File: src/rtl/idea_key_expander.sv
`timescale 1ns/1ps
// Purpose : IDEA encryption key schedule; 128-bit master key -> Z1..Z52, eight subkeys per clock.
// Latency : start edge T, groups written on edges T+1..T+7, done pulses for the cycle after T+7.
// Backpressure: none; start is only honoured in IDLE, ignored (not queued) while EXPAND/DONE.
//
// Ports:
//   clk, rst_n        clock / asynchronous active-low reset
//   start, key        expansion request and master key (key[127:112] becomes Z1)
//   busy              high in EXPAND
//   done              one-cycle pulse in DONE
//   keysListValid     high from done until the next accepted start
//   keysList          Zi at keysList[(i-1)*16 +: 16]; bits 895:832 stay zero
module idea_key_expander #(
  parameter int NUM_SUBKEYS = 52,
  parameter int ROT         = 25
) (
  input  logic         clk,
  input  logic         rst_n,
  input  logic         start,
  input  logic [127:0] key,
  output logic         busy,
  output logic         done,
  output logic         keysListValid,
  output logic [895:0] keysList
);

  typedef enum logic [1:0] {
    S_IDLE   = 2'd0,
    S_EXPAND = 2'd1,
    S_DONE   = 2'd2
  } state_t;

  state_t         state_q, state_d;
  logic [127:0]   kreg_q, kreg_d;
  logic [2:0]     grp_q, grp_d;
  logic           valid_q, valid_d;
  logic [895:0]   keys_q, keys_d;

  always_ff @(posedge clk or negedge rst_n) begin
    if (!rst_n) begin
      state_q <= S_IDLE;
      kreg_q  <= '0;
      grp_q   <= '0;
      valid_q <= 1'b0;
      keys_q  <= '0;
    end else begin
      state_q <= state_d;
      kreg_q  <= kreg_d;
      grp_q   <= grp_d;
      valid_q <= valid_d;
      keys_q  <= keys_d;
    end
  end

  always_comb begin
    state_d = state_q;
    kreg_d  = kreg_q;
    grp_d   = grp_q;
    valid_d = valid_q;
    keys_d  = keys_q;

    case (state_q)
      S_IDLE: begin
        if (start) begin
          kreg_d  = key;
          grp_d   = 3'd0;
          valid_d = 1'b0;
          state_d = S_EXPAND;
        end
      end

      S_EXPAND: begin
        // Word j of the key register is the j-th 16-bit slice counted from the MSB.
        // The last group only has four live subkeys; the remainder fall outside 52.
        for (int j = 0; j < 8; j++) begin
          int idx;
          idx = int'(grp_q) * 8 + j;
          if (idx < NUM_SUBKEYS) begin
            keys_d[idx*16 +: 16] = kreg_q[127 - 16*j -: 16];
          end
        end
        kreg_d = (kreg_q << ROT) | (kreg_q >> (128 - ROT));
        grp_d  = grp_q + 3'd1;
        if (grp_q == 3'd6) begin
          // Raise valid together with entry into DONE so it is high while done pulses.
          valid_d = 1'b1;
          state_d = S_DONE;
        end
      end

      S_DONE: begin
        state_d = S_IDLE;
      end

      default: begin
        state_d = S_IDLE;
      end
    endcase
  end

  assign busy          = (state_q == S_EXPAND);
  assign done          = (state_q == S_DONE);
  assign keysListValid = valid_q;
  assign keysList      = keys_q;

endmodule

File: config.mk
export PLATFORM = sky130hd
export DESIGN_NAME = idea_key_expander
export DESIGN_NICKNAME = d
export VERILOG_FILES = /design/src/rtl/idea_key_expander.sv
export SDC_FILE = /design/constraint.sdc
export NUM_CORES = 1
export LEC_CHECK = 0
export ABC_AREA = 1
export CORE_AREA = 2 2 405 407
export DETAILED_ROUTE_END_ITERATION = 7
export DIE_AREA = 0 0 407 409
export HOLD_SLACK_MARGIN = 0.06
export PLACE_DENSITY = 0.56
export RECOVER_POWER = 25
export REMOVE_ABC_BUFFERS = 1
export SLEW_MARGIN = 20
export SYNTH_ARGS = -nofsm -noshare
export SYNTH_HDL_FRONTEND = slang
export SYNTH_SLANG_ARGS = --single-unit
File: constraint.sdc
create_clock -name clk -period 3.31 [get_ports clk]
set_input_delay 0.8275 -clock clk [delete_from_list [all_inputs] [get_ports clk]]
set_output_delay 0.8275 -clock clk [all_outputs]
set_load 0.02 [all_outputs]
### Word-level counts from Yosys, hierarchy flattened

Index checks and enable logic that the tools add are counted.

* memories kept: 0
* input port bits: 131
* bits in latches: 0
* register bits after elaboration: 1030
* logic and storage cells: 89
* memory bits (writable): 0
* ROM bits: 0
* output and inout port bits: 899

* shifts and indexed selects: 16
* muxes and demuxes: 33
* bitwise gates (word level): 1
* magnitude comparators: 8
* add/subtract/negate cells: 16
* reductions and logical operators: 5
* $mul: 0
* equality and inequality tests: 5
* div/mod/pow operators: 0

Operator list (number)
* $mux W896: 15
* $bwmux W896: 8
* $shift A16 B33 Y896 const A: 8
* $shiftx A16 B33 Y896: 8
* $pmux W128 S2: 1
* $neg A11 Y33: 7
* $mux W128: 1
* $or A128 B25 Y128: 1
* $lt A7 B6 Y1 const B: 7
* $neg A10 Y33: 1
* $add A6 B3 Y7 const B: 4
* $add A6 B2 Y7 const B: 2
* $add A6 B1 Y7 const B: 1
* $lt A6 B6 Y1 const B: 1
* $pmux W3 S2: 1
* $mux W2: 2
* $pmux W2 S2: 1
* $reduce_and A2 Y1: 2
* $add A3 B1 Y3 const B: 1
* $eq A3 B3 Y1 const B: 1
* $mux W3: 1
* $reduce_and A3 Y1: 1
* $eq A2 B1 Y1 const B: 1
* $eq A2 B2 Y1 const B: 1
* other kinds (6): 7

### Logic depth before layout (Yosys ltp)

* depth after elaboration: 25
* gate-level depth with buffers: 13
* depth with buffers taken out: 9

### Worst setup path after synthesis

OpenSTA, ideal clock, no wires.

* kind: flip-flop to flip-flop
* start: register grp_q[0]
* end: register keys_q[518], in the netlist keysList[518]
* library setup time: 0.066 ns
* arrival: 2.556 ns
* period minus slack after synthesis: 2.622 ns
* path buffers: 5
* slack: 0.688 ns
* cell stages (with the launch flop): 13
* data required time: 3.244 ns
* path through: dfrtp_1 -> buf_2 -> inv_2 -> clkbuf_1 -> clkbuf_1 -> ha_1 -> ha_1 -> buf_2 -> nand3_1 -> nor2_2 -> buf_2 -> nand3_1 -> nand2_1

* longest elaborated chain between the ends: 25
* elaborated cells on any way between the ends: 62
* those cells by class: add/sub (15); order compare (8); shift (16); mux (23)

RTL lines
* start, declared: RTL line 35 `logic [2:0] grp_q, grp_d;`
* start signal, assigned: RTL line 49 `grp_q <= grp_d;`
* parallel branches: the longest is 24 deep, another holds $neg A11 Y33
* $mux W896 *: RTL line 78 `if (idx < NUM_SUBKEYS) begin`
* end signal, assigned: RTL line 51 `keys_q <= keys_d;`
* end, declared: RTL line 37 `logic [895:0] keys_q, keys_d;`

Every way passes the cells marked *. The select of a mux whose other input is x is not followed.
A chain may end at the register's enable or synchronous reset.

### Worst setup path in the final report

* start: register state_q[1]
* end: output port done

* longest elaborated chain between the ends: 1

RTL lines
* start, declared: RTL line 33 `state_t state_q, state_d;`
* start signal, assigned: RTL line 47 `state_q <= state_d;`
* $eq A2 B2 Y1: RTL line 102 `assign done = (state_q == S_DONE);`
* end, declared: RTL line 22 `output logic done,`

Every way passes these cells.

==> impl_results.md <==
- Outcome: finished, violations left
- Failing checks: capacitance limit, slew limit
- Worst Hold Depth: 2
- TritonCTS clock tree: done
- Post-synth top area share: 61.31%
- Final net count: 5,539
- Register area: 0.02579 mm^2
- Post-route ant nets: 0
- Synth top area cells: dfrtp_1 61%, nand2_1 11%, o21ai_0 6.3%, o21a_1 3.4%, nand3_1 2.8%
- CTS Buf Count: 114
- PortBufs: 1,029
- Initial Util: 25.95%
- CTS clk-pin slew, worst paths: about 60 ps
- Largest net degree at the start of global routing: 134
- Worst Skew: around 28 ps
- Area of the multi-input gates: 0.01432 mm^2
- Critical Path RT: 2480 ps
- Iteration-0 DRC Markers: 3,866
- Worst-Margin Slew: 2109 ps
- Insertion delay to the later sink of the worst-skew pair: 740 ps
- Dpl hpwl: 146,900 um
- Fin. Hold Viols: 0
- Reg2reg path depth: 8
- Die area: 0.1665 mm^2
- Crit path DAT: roughly 2200 ps
- Synth Flop Type: dfrtp_1
- Post-Syn Area: around 0.042 mm^2
- Top Ports: 1,030
- Count of unique library cells instantiated by Yosys: 28
- Routability cong.: 0.9176
- Post-synth ARST share: 100.0%
- Vias in the first global route: around 38,000
- Clk sinks: 1,030
- Startpoint Class: flip-flop
- GR Overflow Total: 0
- CP peak stage delay: ~670 ps
- Max Fclk: 0.3296 GHz
- Max transition margin: -40.60%
- Post-route DRC: 0
- Yosys synthesis warning count: 0
- Post-synth EDFFs: 0
- Area growth from synthesis to layout: 40.57%
- Syn_area_per_cell: 9.363 um^2
- FILL cells: 16,470
- Gr usage total: 24.51%
- Die width: 407 um
- CTS root buffer: clkbuf_16
- Global-route wire length before repair: ~290,000 um
- Slowest stage cell, crit path: clkdlybuf4s50_1
- Layout cells sized above 1: 6.707%
- Post-synthesis sequential area ratio: approximately three fifths
- Final Setup Violations: 0
- CORE AREA: 0.1620 mm^2
- Crit path depth: 3
- Worst Path Buf+Inv: 2
- Critical Path, Cell by Cell: inv_2 -> nor2_4 -> clkdlybuf4s50_1
- Max cap viols: 1
- Layout Utilization: 36.47%
- Die Y: 409 um
- Peak supply drop: 882.3 uV
- Max H-tree Level: 3
- Period utilization: approximately nine tenths
- Routed len/inst: about 27 um
- Register bit count reported by yosys: slightly above 1,000
- Slew Limit Fails: 43
- Vias per std cell: between 5 and 6
- Lkg Pwr: 25.87 nW
- Vias: about 39,000
- WHS: 468.7 ps
- Total Wirelength: between 200,000 and 250,000 um
- Synth area leader: dfrtp_1
- Crit Path Max Fanout: 4
- Initial antenna violation count: 31
- Row cnt: 148
- Max Buffers Root-to-Sink: 3
- Syn Inst Count: 4,490
- Hold Path Class: reg -> reg
- Post-CTS Setup Bufs: 0
- Router iterations before antenna repair: 6
- Top delay family on crit path: buffers and inverters
- Worst setup path category: reg -> out
- RSZ-0062 raised after global routing: no
- PwrDens: 1206 mW/mm^2
- Period minus WS final: 3034 ps
- Critical path capture point type: output pin
-- what timing repair did --
item                                   CTS  global route
hold buffers                             1             0
setup endpoints to repair                1             0
endpoints found under the hold margin   27             0
resized for setup                        2             0
-- worst register-to-register path, stage by stage (launching register included) --
cell and delay (ps):
dfrtp_4 560, inv_6 100, ha_1 260, ha_1 290
buf_4 230, inv_1 140, nand4_1 860, nand2_1 310
nand2_1 70
-- logic make-up after synthesis --
| family | after synthesis | share of synthesized area (%) |
|---|---|---|
| AO/OA/AOI/OAI | 951 | 13.23 |
| adder cells (fa/ha/maj) | 9 | 0.2679 |
| buffers and inverters | 505 | 4.813 |
| AND/OR/NAND/NOR | 1995 | 20.38 |
| flip-flops | 1030 | 61.31 |
-- cell usage in the layout (no fill, tap or decap), types with 3 or more instances in the layout --
master and n:
clkinvlp_4 6, clkbuf_1 33, dfrtp_4 5, nor2_4 13, nand4_1 115, inv_6 3, nand3_1 236, nor4_1 128
nand2_4 5, diode_2 18, nand2_1 1181, clkbuf_4 4, clkinv_16 4, inv_1 106, clkinv_2 18, bufinv_16 10
ha_1 9, inv_2 10, buf_4 87, nor3_1 52, o31ai_1 64, clkdlybuf4s50_1 1027, nor2_2 6, o21ai_0 533
clkbuf_16 117, o21a_1 192, buf_12 37, clkbuf_8 24, o22ai_1 130, nor2_1 254, dfrtp_1 1025, o21ai_1 31
clkbuf_2 8
-- path summary, 6_finish.rpt --
kind / slack [ps] / endpoint / start
min in group asynchronous: 1280 / keysList[146] / rst_n
hold / removal: 470 / keysList[11] / keysList[11]
max in group asynchronous: 340 / kreg_q[89] / rst_n
setup / recovery: 280 / done / state_q[1]
setup reg to reg: 390 / keysList[649] / grp_q[1]
hold reg to reg: 470 / keysList[11] / keysList[11]
-- flip-flops by register name, summed over array words and instances, names as in the netlist --
register / cells
keysList: 896
kreg_q: 128
grp_q: 3
state_q: 2
keysListValid: 1
-- power breakdown --
part	internal (W)	switching, W	leakage [nW]
Sequential	0.0177	0.00528	13.1
Combinational	0.0126	0.0223	10.8
Clock	0.00779	0.00558	1.91
-- cell type report --
type | count | area share, %
clock inverter | 39 | 0.9655
timing repair buffer | 1174 | 19.97
clock buffer | 165 | 5.666
multi-input combinational | 2955 | 24.24
tap | 2175 | 4.605
inverter | 124 | 0.8363
sequential | 1030 | 43.65
antenna | 18 | 0.07622
-- metal layers --
metal	part of all wire (%)	track usage, %
met1	41	31.28
met5	0.076	0
met3	8.0	5.994
met4	5.1	12.26
met2	46	38.53
-- stage by stage --
step	cell area (um^2)	TNS, ps	instances	total power [W]	setup slack [ps]
after floorplan	40480	-5458060	4109	0.03619	-7329
after CTS	59170	0	7662	0.07163	131.1
after global placement	55230	0	7457	0.05760	406.1
final	59100	0	7680	0.07124	275.8
after detailed placement	55230	0	7457	0.05797	375.4
after global routing	59080	0	7673	0.07462	121.4
-- cell usage after synthesis (all sizes together), types with 115 or more instances --
| cell | n |
|---|---|
| nand2 | 1188 |
| dfrtp | 1030 |
| o21ai | 564 |
| nor2 | 274 |
| clkbuf | 260 |
| nand3 | 237 |
| o21a | 192 |
| o22ai | 130 |
| nor4 | 128 |
| inv | 123 |
| buf | 121 |
| nand4 | 115 |
Note: power is estimated with default switching activity, not from simulation.
